<file path="src/rtl/cp0_ext_pkg.sv">
// cp0_ext_pkg: CP0 register numbers, field bit positions, exception codes and EPC helper
package cp0_ext_pkg;
    localparam logic [4:0] CP0_BADVA   = 5'd8;
    localparam logic [4:0] CP0_COUNT   = 5'd9;
    localparam logic [4:0] CP0_COMPARE = 5'd11;
    localparam logic [4:0] CP0_SR      = 5'd12;
    localparam logic [4:0] CP0_CAUSE   = 5'd13;
    localparam logic [4:0] CP0_EPC     = 5'd14;
    localparam logic [4:0] CP0_PRID    = 5'd15;
    localparam int SR_IE    = 0;
    localparam int SR_EXL   = 1;
    localparam int IM_LO    = 10;
    localparam int CODE_LO  = 2;
    localparam int CAUSE_TI = 30;
    localparam int CAUSE_BD = 31;
    typedef enum logic [4:0] {
        EXC_INT  = 5'd0,
        EXC_ADEL = 5'd4,
        EXC_ADES = 5'd5,
        EXC_SYS  = 5'd8,
        EXC_RI   = 5'd10,
        EXC_OV   = 5'd12
    } exc_code_e;
    // A delay-slot instruction restarts at its branch, one word earlier.
    function automatic logic [31:0] epc_of(input logic [31:0] pc, input logic bd);
        return (pc & 32'hffff_fffc) - (bd ? 32'd4 : 32'd0);
    endfunction
endpackage

</file>
<file path="src/rtl/cp0_timer.sv">
// cp0_timer: free-running Count, Compare and the sticky timer-interrupt flag TI
module cp0_timer (
    input  logic        clk,
    input  logic        reset,
    input  logic        count_we,
    input  logic        compare_we,
    input  logic [31:0] din,
    output logic [31:0] count,
    output logic [31:0] compare,
    output logic        ti
);
    always_ff @(posedge clk) begin
        if (reset) begin
            count   <= '0;
            compare <= '0;
            ti      <= 1'b0;
        end else begin
            count <= count_we ? din : count + 32'd1;
            if (compare_we) compare <= din;
            ti <= compare_we ? 1'b0 : (ti | (count == compare && compare != 32'd0));
        end
    end
endmodule

</file>
<file path="src/rtl/cp0_ext.sv">
// cp0_ext: M-stage coprocessor 0 (SR, Cause, EPC, BadVAddr, PRId).
// Define CP0_TIMER_EN to build in Count/Compare and the timer interrupt on IP[15].
module cp0_ext
    import cp0_ext_pkg::*;
#(
    parameter int          NUM_HWINT = 6,
    parameter logic [31:0] PRID      = 32'h0000_0001
) (
    input  logic                 clk,
    input  logic                 reset,
    input  logic                 en,
    input  logic [4:0]           addr,
    input  logic [31:0]          din,
    output logic [31:0]          dout,
    input  logic [31:0]          vpc,
    input  logic                 bd_in,
    input  logic [4:0]           exc_code_in,
    input  logic [31:0]          bad_vaddr_in,
    input  logic [NUM_HWINT-1:0] hwint,
    input  logic                 exl_clr,
    output logic [31:0]          epc_out,
    output logic                 req,
    output logic                 int_response
);
`ifdef CP0_TIMER_EN
    localparam logic [5:0] TI_BIT = 6'h20;
`else
    localparam logic [5:0] TI_BIT = 6'h00;
`endif
    localparam logic [5:0] IM_MASK = 6'((1 << NUM_HWINT) - 1) | TI_BIT;
    logic [5:0]  im, ip, ip_eff;
    logic        exl, ie, bd, ti, int_pend, exc_pend, wr;
    logic [4:0]  code;
    logic [31:0] epc, bva, count, compare, sr, cause;
    assign ip_eff       = ip | (ti ? 6'h20 : 6'h00);
    assign int_pend     = |(ip_eff & im) & ie & ~exl;
    assign exc_pend     = (exc_code_in != 5'd0) & ~exl;
    assign req          = int_pend | exc_pend;
    assign int_response = int_pend;
    assign wr           = en & ~req;
    assign epc_out      = epc;
`ifdef CP0_TIMER_EN
    cp0_timer u_timer (
        .clk        (clk),
        .reset      (reset),
        .count_we   (wr && addr == CP0_COUNT),
        .compare_we (wr && addr == CP0_COMPARE),
        .din        (din),
        .count      (count),
        .compare    (compare),
        .ti         (ti)
    );
`else
    assign count   = '0;
    assign compare = '0;
    assign ti      = 1'b0;
`endif
    always_ff @(posedge clk) begin
        if (reset) begin
            {im, exl, ie, bd, code, ip, epc, bva} <= '0;
        end else begin
            ip <= 6'(hwint);
            if (req) begin
                exl  <= 1'b1;
                bd   <= bd_in;
                code <= int_pend ? 5'd0 : exc_code_in;
                epc  <= epc_of(vpc, bd_in);
                if (!int_pend && (exc_code_in == EXC_ADEL || exc_code_in == EXC_ADES)) bva <= bad_vaddr_in;
            end else begin
                // SR write lands first so a simultaneous eret still clears EXL.
                if (wr && addr == CP0_SR) begin
                    im  <= din[IM_LO +: 6] & IM_MASK;
                    exl <= din[SR_EXL];
                    ie  <= din[SR_IE];
                end
                if (wr && addr == CP0_EPC) epc <= din & 32'hffff_fffc;
                if (exl_clr) exl <= 1'b0;
            end
        end
    end
    always_comb begin
        sr                  = '0;
        sr[IM_LO +: 6]      = im;
        sr[SR_EXL]          = exl;
        sr[SR_IE]           = ie;
        cause               = '0;
        cause[CAUSE_BD]     = bd;
        cause[CAUSE_TI]     = ti;
        cause[IM_LO +: 6]   = ip_eff;
        cause[CODE_LO +: 5] = code;
        case (addr)
            CP0_BADVA:   dout = bva;
            CP0_COUNT:   dout = count;
            CP0_COMPARE: dout = compare;
            CP0_SR:      dout = sr;
            CP0_CAUSE:   dout = cause;
            CP0_EPC:     dout = epc;
            CP0_PRID:    dout = PRID;
            default:     dout = '0;
        endcase
    end
endmodule

</file>
<file path="config.mk">
export PLATFORM = sky130hd
export DESIGN_NAME = cp0_ext
export DESIGN_NICKNAME = d
export VERILOG_FILES = /design/src/rtl/cp0_ext_pkg.sv /design/src/rtl/cp0_timer.sv /design/src/rtl/cp0_ext.sv
export SDC_FILE = /design/constraint.sdc
export NUM_CORES = 1
export LEC_CHECK = 0
export CORE_ASPECT_RATIO = 1.25
export CORE_MARGIN = 1
export CORE_UTILIZATION = 48
export DETAILED_ROUTE_END_ITERATION = 10
export PLACE_DENSITY = 0.83
export REMOVE_ABC_BUFFERS = 1
export SETUP_SLACK_MARGIN = 0.05
export SLEW_MARGIN = 0
export SYNTH_ARGS = -nofsm -noshare
export SYNTH_HDL_FRONTEND = slang
export SYNTH_SLANG_ARGS = --single-unit
</file>
<file path="constraint.sdc">
create_clock -name clk -period 5.2 [get_ports clk]
set_input_delay 1.04 -clock clk [delete_from_list [all_inputs] [get_ports clk]]
set_output_delay 1.04 -clock clk [all_outputs]
set_load 0.03 [all_outputs]
</file>
# Yosys cells after proc, flatten, opt, wreduce, memory -nomap -nowiden
# Index checks and enable logic that the tools add are counted.
dict set report op_classes {
  reduce_logical 11
  n_addsub 1
  n_mux 8
  n_bitwise 8
  n_eq_ne 7
}
# op n
set op_table {}
lappend op_table {{case mux 32 bit (5 select lines)} 1}
lappend op_table {{2-to-1 mux 32 bit} 2}
lappend op_table {{subtractor 32 x 3 -> 32 bit} 1}
lappend op_table {{== test 5 x 4 -> 1 bit, second input constant} 5}
lappend op_table {{== test 5 x 3 -> 1 bit, second input constant} 2}
lappend op_table {{AND 6 bit} 1}
lappend op_table {{OR reduction 6 bit} 1}
lappend op_table {{2-to-1 mux 5 bit} 1}
lappend op_table {{nonzero test 5 bit} 1}
lappend op_table {{AND 1 bit} 4}
lappend op_table {{AND reduction 2 bit} 2}
lappend op_table {{logical AND 1 bit} 3}
lappend op_table {{2-to-1 mux 1 bit} 3}
lappend op_table {{2-to-1 mux 3 bit} 1}
lappend op_table {{nonzero test 3 bit} 1}
lappend op_table {{inverter 1 bit} 2}
lappend op_table {{nonzero test 2 bit} 1}
lappend op_table {{zero test 1 bit} 1}
lappend op_table {{logical OR 1 bit} 1}
lappend op_table {{bitwise OR 1 bit} 1}
dict set report word_totals {
  elab_cells 43
  ff_bits 84
}

# Longest topological paths before layout
# Gate-level depths: netlist of run 1.
dict set report logic_depth {
  depth_word 11
  mapped_depth 9
  mapped_depth_nobuf 7
}

# Worst setup path after synthesis of run 1
# Ideal clock, no wire load.
dict set report synth_path {
  kind {input to output}
  from {in addr[1]}
  to {out dout[10]}
  t_arrival_ps 2483
  n_path_buf 3
  required_ps 4160
  path_stages 7
  setup_slack_ps 1677
  path_cell_list {clkbuf_1 > clkinv_1 > clkbuf_1 > nor2_1 > clkbuf_1 > a22oi_1 > nand2_1}
}
dict set report synth_via {
  elab_chain_len 2
  elab_cells_between_ends 6
}
# element line
set synth_lines {}
lappend synth_lines {{from (decl)} cp0_ext.sv:12} ;# input logic [4:0] addr,
lappend synth_lines {{== test 5 x 4 -> 1 bit} cp0_ext.sv:91} ;# case (addr)
lappend synth_lines {{case mux 32 bit (5 select lines) *} cp0_ext.sv:91}
lappend synth_lines {{to (decl)} cp0_ext.sv:14} ;# output logic [31:0] dout,
# Mark *: on every way between the ends. The rest lies on a longest branch, timed or not.

# Final worst setup path of run 1
dict set report layout_path {
  from {in exc_code_in[4]}
  to {out req}
}
dict set report layout_via {
  elab_chain_len 3
}
# element line
set layout_lines {}
lappend layout_lines {{from (decl)} cp0_ext.sv:17} ;# input logic [4:0] exc_code_in,
lappend layout_lines {{nonzero test 5 bit} cp0_ext.sv:37} ;# assign exc_pend = (exc_code_in != 5'd0) & ~exl;
lappend layout_lines {{AND 1 bit} cp0_ext.sv:37}
lappend layout_lines {{bitwise OR 1 bit} cp0_ext.sv:38} ;# assign req = int_pend | exc_pend;
lappend layout_lines {{to (decl)} cp0_ext.sv:22} ;# output logic req,
# Every way passes these cells.

==> flow_summary.yaml, run 1 <==
yosys:
  syn-cell-area_um2: 4810
  synth.top_cells.by_area: "dfxtp_1 34%, mux2i_1 9.4%, nand2b_1 8.5%"
  synth_ff_type: "dfxtp_1"
  synthTopCellsByCount: "82 x dfxtp_1, 65 x nand2b_1, 45 x clkbuf_1, 45 x mux2i_1, 22 x a22o_1"
  synth_top_area_share_pct: 34.2
  synthDistinctLibCells: 55
  synth_edf_count: 0
  synth-seq-cells: 82
  synth.yosys.seq_area_share_pct: 34.2
  syn_avg_cell_area_um2: 9.05
  synth.largest_area_cell: "dfxtp_1"
  netlist_instances: 531
  yosysWarnings: 0
  synth_most_common_cell: "dfxtp_1"
  async_flop_share_pct: 0
global_routing:
  overflow: 0
  grt_max_degree: 115
  grt_pass1_wl_um: 24700
  grt_pass1_vias: 5010
  antenna_found_initial: 0
  grtUsageTotal_pct: 29.7
clocking:
  cts.sinks: 82
  root_buffer: "clkbuf_16"
  path_clk_slew_ns: 0.06
  clock_latency_ns: 0.34
  hold_buffers: 0
  post_cts_resize_count: 0
  htree_levels: 3
  clk_path_buf_depth: 2
  post_cts.repair.setup_buffers: 0
  cts_inserted_buffers: 9
  cts_tree: "built"
critical_path:
  criticalPathCategory: "input pin to primary output"
  cp-end-kind: "primary output"
  rrSetupSlack_ns: 2.77
  cp_max_fo: 23
  required_ns: 4.16
  r2r_end: "bva[26]"
  worstPathArrival_ns: 3.27
  r2r_start: "ip[3]"
  reg2reg_depth: 4
  worst_setup_path_start_kind: "input pin"
layout:
  syn2layout_area_growth_pct: 42.6
  final_util_pct: 70.9
  drive_gt1_share_pct: 11.1
  final_cells: 810
  n_antenna_cell: 0
  nNetsFinal: 798
min_path:
  timing.hold.worst_endpoint: "bva[28]"
  min_path_cells: 2
  min_from: "bva[28]"
  worstHoldPathType: "register to register"
placed_design:
  io_buffers: 178
  dpl.cell_count: 794
  routabilityCongestion: 0.818
  dp_hpwl_um: 10600
detailed_routing:
  antenna_left: 0
  dr.pass1.iters: 6
  drt_iter0_drc: 295
  post-route-drc-count: 0
  post_drt_wl_per_cell_um: 19.0
  finalWirelength_um: 15400
  vias_per_cell: 6.20
  vias: 5019
pwr:
  power.total_mw: 1.69
  vdd_drop_max_mv: 0.174
  cellLeakagePower_nw: 2.39
  powerDensity_nw_per_um2: 247
die:
  initial_core_util_pct: 49.8
  core-area_um2: 9660
  ios: 183
  die_w_um: 91.5
  die_y_um: 114
  core.rowCount: 40
  design.die.area_um2: 10400
timing:
  relSlewSlack_pct: 29.0
  period_minus_slack_ns: 4.31
  holdWs_ns: 0.476
  setup_tns_ns: 0
  fin_crit_sh_pct: 83.0
  maxClockFrequency_mhz: 232
  hold_viol_final: 0
  skew_ns: 0.00696
  tightest_slew_ns: 1.06
  setup_violations: 0
  rsz0062_at_grt: "false"
  finalMaxSlewViolations: 0
job:
  cap_viol_max_count: 0
outcome:
  outcome: "completed"
-- flip-flops by register name, summed over array words and instances, names as in the netlist --
signal   cells
bd           1
bva         32
code         5
epc_out     30
exl          1
ie           1
im           6
ip           6
-- cell families (layout without fill, tap and decap cells) --
kind of cell / after synthesis / in the layout / share of synthesized area (%)
xor+xnor: 10 / 10 / 1.82
simple gates: 158 / 158 / 20.4
mux: 45 / 45 / 9.37
compound gates: 165 / 165 / 27.6
other cells: 1 / 2 / 0.0780
fa+ha+maj: 2 / 2 / 0.521
buf+inv: 68 / 220 / 5.96
flops: 82 / 82 / 34.2
-- layout by cell type (no fill, tap or decap), drive strengths merged, types with 10 or more instances in the layout --
cell type and count:
a22oi 12, a211oi 19, or3 10, a2111oi 21
o31ai 17, clkdlybuf4s50 147, nor3 11, a22o 22
a21oi 14, mux2i 45, dfxtp 82, a311oi 14
clkbuf 10, inv 11, nand2b 65, buf 44
o31a 22, or4 12
-- final cells by class --
cell class                      instances  area (µm²)
Multi-Input combinational cell        382        2900
Fill cell                             756        2810
Timing Repair Buffer                  191        1800
Sequential cell                        82        1640
Clock buffer                           10         239
Tap cell                              126         158
Clock inverter                          6        66.3
Inverter                               13        48.8
-- worst max-delay path by stage --
| stage | depth (start not counted) | to | slack, ns | start |
|---|---|---|---|---|
| floorplan | 3 | dout[12] | 0.15 | addr[0] |
| global placement | 6 | req | 0.93 | exc_code_in[4] |
| detailed placement | 6 | req | 0.91 | exc_code_in[4] |
| CTS | 6 | req | 0.93 | exc_code_in[4] |
| global route | 6 | req | 0.80 | exc_code_in[4] |
| finish | 6 | req | 0.89 | exc_code_in[4] |
-- through the flow --
| step | instance area, µm² | setup slack [ns] |
|---|---|---|
| global placement | 6550 | 0.925 |
| floorplan | 4570 | 0.152 |
| CTS | 6850 | 0.925 |
| global route | 6850 | 0.804 |
| detailed placement | 6550 | 0.913 |
| finish | 6850 | 0.885 |
-- routing by layer --
metal  global-route usage, %  vias to the layer above  part of all wire [%]
met5                       0                        -                     0
met4                    14.1                        0                   3.5
met3                    5.73                       48                   6.0
met2                    51.4                      220                    51
met1                    35.2                     2396                    40
li1                        -                     2355                     -
-- power breakdown --
group | total [mW] | internal (mW) | switching (mW)
clock network | 0.645 | 0.386 | 0.260
registers | 0.691 | 0.662 | 0.0288
logic | 0.355 | 0.181 | 0.174
total | 1.69 | 1.23 | 0.462
-- critical path, stage by stage --
cell,delay [ns]
clkdlybuf4s50_1,0.50
nor3_1,0.10
a21oi_2,0.17
nor2_2,0.05
inv_1,0.58
clkdlybuf4s50_1,0.82
(Power assumes the default switching activity.)
==> inputs of run 2 (changes only) <==
- CORE_UTILIZATION: 48 -> 40
- PLACE_DENSITY: 0.83 -> 0.74
- clock period: 5.2 -> 3.9 ns (I/O delays scaled with it)
==> run 2 against run 1 <==
- power up 32%
- worst hold slack lost 0.0068 ns
- core utilization fell by 11 points
- register-to-register slack got worse by 1.1 ns
- count of clock-buffer cells in the layout rose by 1
- die area rose by 20%
- non-clock buffer count up 6
- global-route usage fell by 3.8 points
- design area grew 1.4%
- critical endpoint is now epc_out[30]
- largest power group unchanged
==> flow_summary.yaml, run 2 (synthesis results as in run 1) <==
outcome:
  outcome: "completed"
layout:
  largest_reg_flops: 32
  final_cells: 851
  nNetsFinal: 804
  syn2layout_area_growth_pct: 44.6
  drive_gt1_share_pct: 11.9
  regMostFlops: "bva"
  mostFrequentLayoutCell: "clkdlybuf4s50_1"
  layout_common_cells: "146 x clkdlybuf4s50_1, 82 x dfxtp_1, 65 x nand2b_1"
  n_antenna_cell: 0
critical_path:
  cp-end-kind: "register"
  timing.critical_path.buf_inv: 1
  required_ns: 4.15
  cp_slowest_cell: "or4_4"
  cpPeakStageDelay_ns: 0.66
  path_common_cell: "ha_1"
  critPathTopFamily: "simple AND/OR/NAND/NOR gates"
  worstPathArrival_ns: 3.64
  criticalPathCategory: "input pin to register"
  worst_setup_path_start_kind: "input pin"
  cp_max_fo: 13
  crit_chain: "clkdlybuf4s50_1 -> ha_1 -> ha_1 -> or4b_4 -> or4_4 -> or4_1 -> a311oi_1"
detailed_routing:
  antenna_left: 0
  top_layer: "met4"
  met1_length_um: 6560
  dr.pass1.iters: 5
  post-route-drc-count: 0
  vias: 4997
  vias_per_cell: 5.87
  drt_iter0_drc: 268
  finalWirelength_um: 16000
  wl_met2_um: 7830
  met3_length_um: 1010
  post_drt_wl_per_cell_um: 18.8
die:
  die_y_um: 125
  initial_core_util_pct: 41.2
  core-area_um2: 11700
  ios: 183
  design.die.area_um2: 12500
  die_w_um: 100
  core.rowCount: 44
placed_design:
  dpl.cell_count: 835
  place_ws_ns: 0.165
  dp_hpwl_um: 11300
  routabilityCongestion: 0.802
  io_buffers: 178
clocking:
  cts_inserted_buffers: 9
  post_cts.repair.setup_buffers: 0
  hold_buffers: 0
  post_cts_resize_count: 0
  path_clk_slew_ns: 0.06
  cts_tree: "built"
  clock_latency_ns: 0.34
  clk_path_buf_depth: 2
  htree_levels: 3
  root_buffer: "clkbuf_16"
  cts.sinks: 82
global_routing:
  overflow: 0
  grtUsageTotal_pct: 25.9
  grt_max_degree: 105
  grt_pass1_vias: 5036
  antenna_found_initial: 0
  grt_pass1_wl_um: 25500
timing:
  rsz0062_at_grt: "false"
  worst_slack_ns: 0.507
  maxClockFrequency_mhz: 295
  relSlewSlack_pct: 42.3
  tightest_slew_ns: 0.858
  hold_viol_final: 0
  setup_violations: 0
  fin_crit_sh_pct: 87.0
  period_minus_slack_ns: 3.39
  skew_ns: 0.00715
  finalMaxSlewViolations: 0
min_path:
  worstHoldPathType: "register to register"
pwr:
  vdd_drop_max_mv: 0.165
  powerDensity_nw_per_um2: 322
  cellLeakagePower_nw: 2.41
job:
  cap_viol_max_count: 0
run 2: worst reg2reg max path, stage by stage (launching register included):
cell	delay [ns]
dfxtp_1	0.32
a22o_1	0.27
o311ai_2	0.25
buf_4	0.28
clkinv_1	0.14
buf_4	0.27
a2111oi_0	0.48
a311oi_1	0.10
run 2: final timing paths:
check / cells after the start / slack (ns) / endpoint / startpoint
worst max-delay path: 7 / 0.51 / epc_out[30] / bd_in
worst min-delay path: 2 / 0.47 / bd / bd
worst max register to register: 7 / 1.65 / epc_out[30] / ip[3]
worst min register to register: 2 / 0.47 / bd / bd
run 2: power breakdown:
part	switching (mW)	internal (mW)	leakage (nW)	total (mW)
sequential	0.0377	0.882	0.673	0.920
clock	0.344	0.494	0.136	0.839
combinational	0.234	0.245	1.60	0.479
total	0.616	1.62	2.41	2.24
run 2: per-layer routing:
metal  vias to the layer above  GRT usage (%)
met4                         0           12.3
li1                       2369              -
met2                       203           44.3
met1                      2384           30.9
met5                         -              0
met3                        41           4.60
run 2: stage by stage:
| stage | hold slack [ns] | TNS, ns | util [%] | cell area (µm²) | total power [mW] |
|---|---|---|---|---|---|
| after floorplan | 0.437 | -21.26 | - | 4570 | 1.14 |
| final | 0.469 | 0 | 59.5 | 6950 | 2.24 |
| after CTS | 0.475 | 0 | 59.5 | 6950 | 2.24 |
| after global placement | 0.457 | 0 | 57.1 | 6660 | 1.41 |
| after global routing | 0.504 | 0 | 59.5 | 6950 | 2.32 |
| after detailed placement | 0.468 | 0 | 57.1 | 6660 | 1.41 |
run 2: layout make-up:
type	count	area, µm²
multi-input combinational	382	2900
fill	1061	4720
clock inverter	5	55.1
clock buffer	11	233
tap	161	201
inverter	13	48.8
sequential	82	1640
timing repair buffer	197	1870
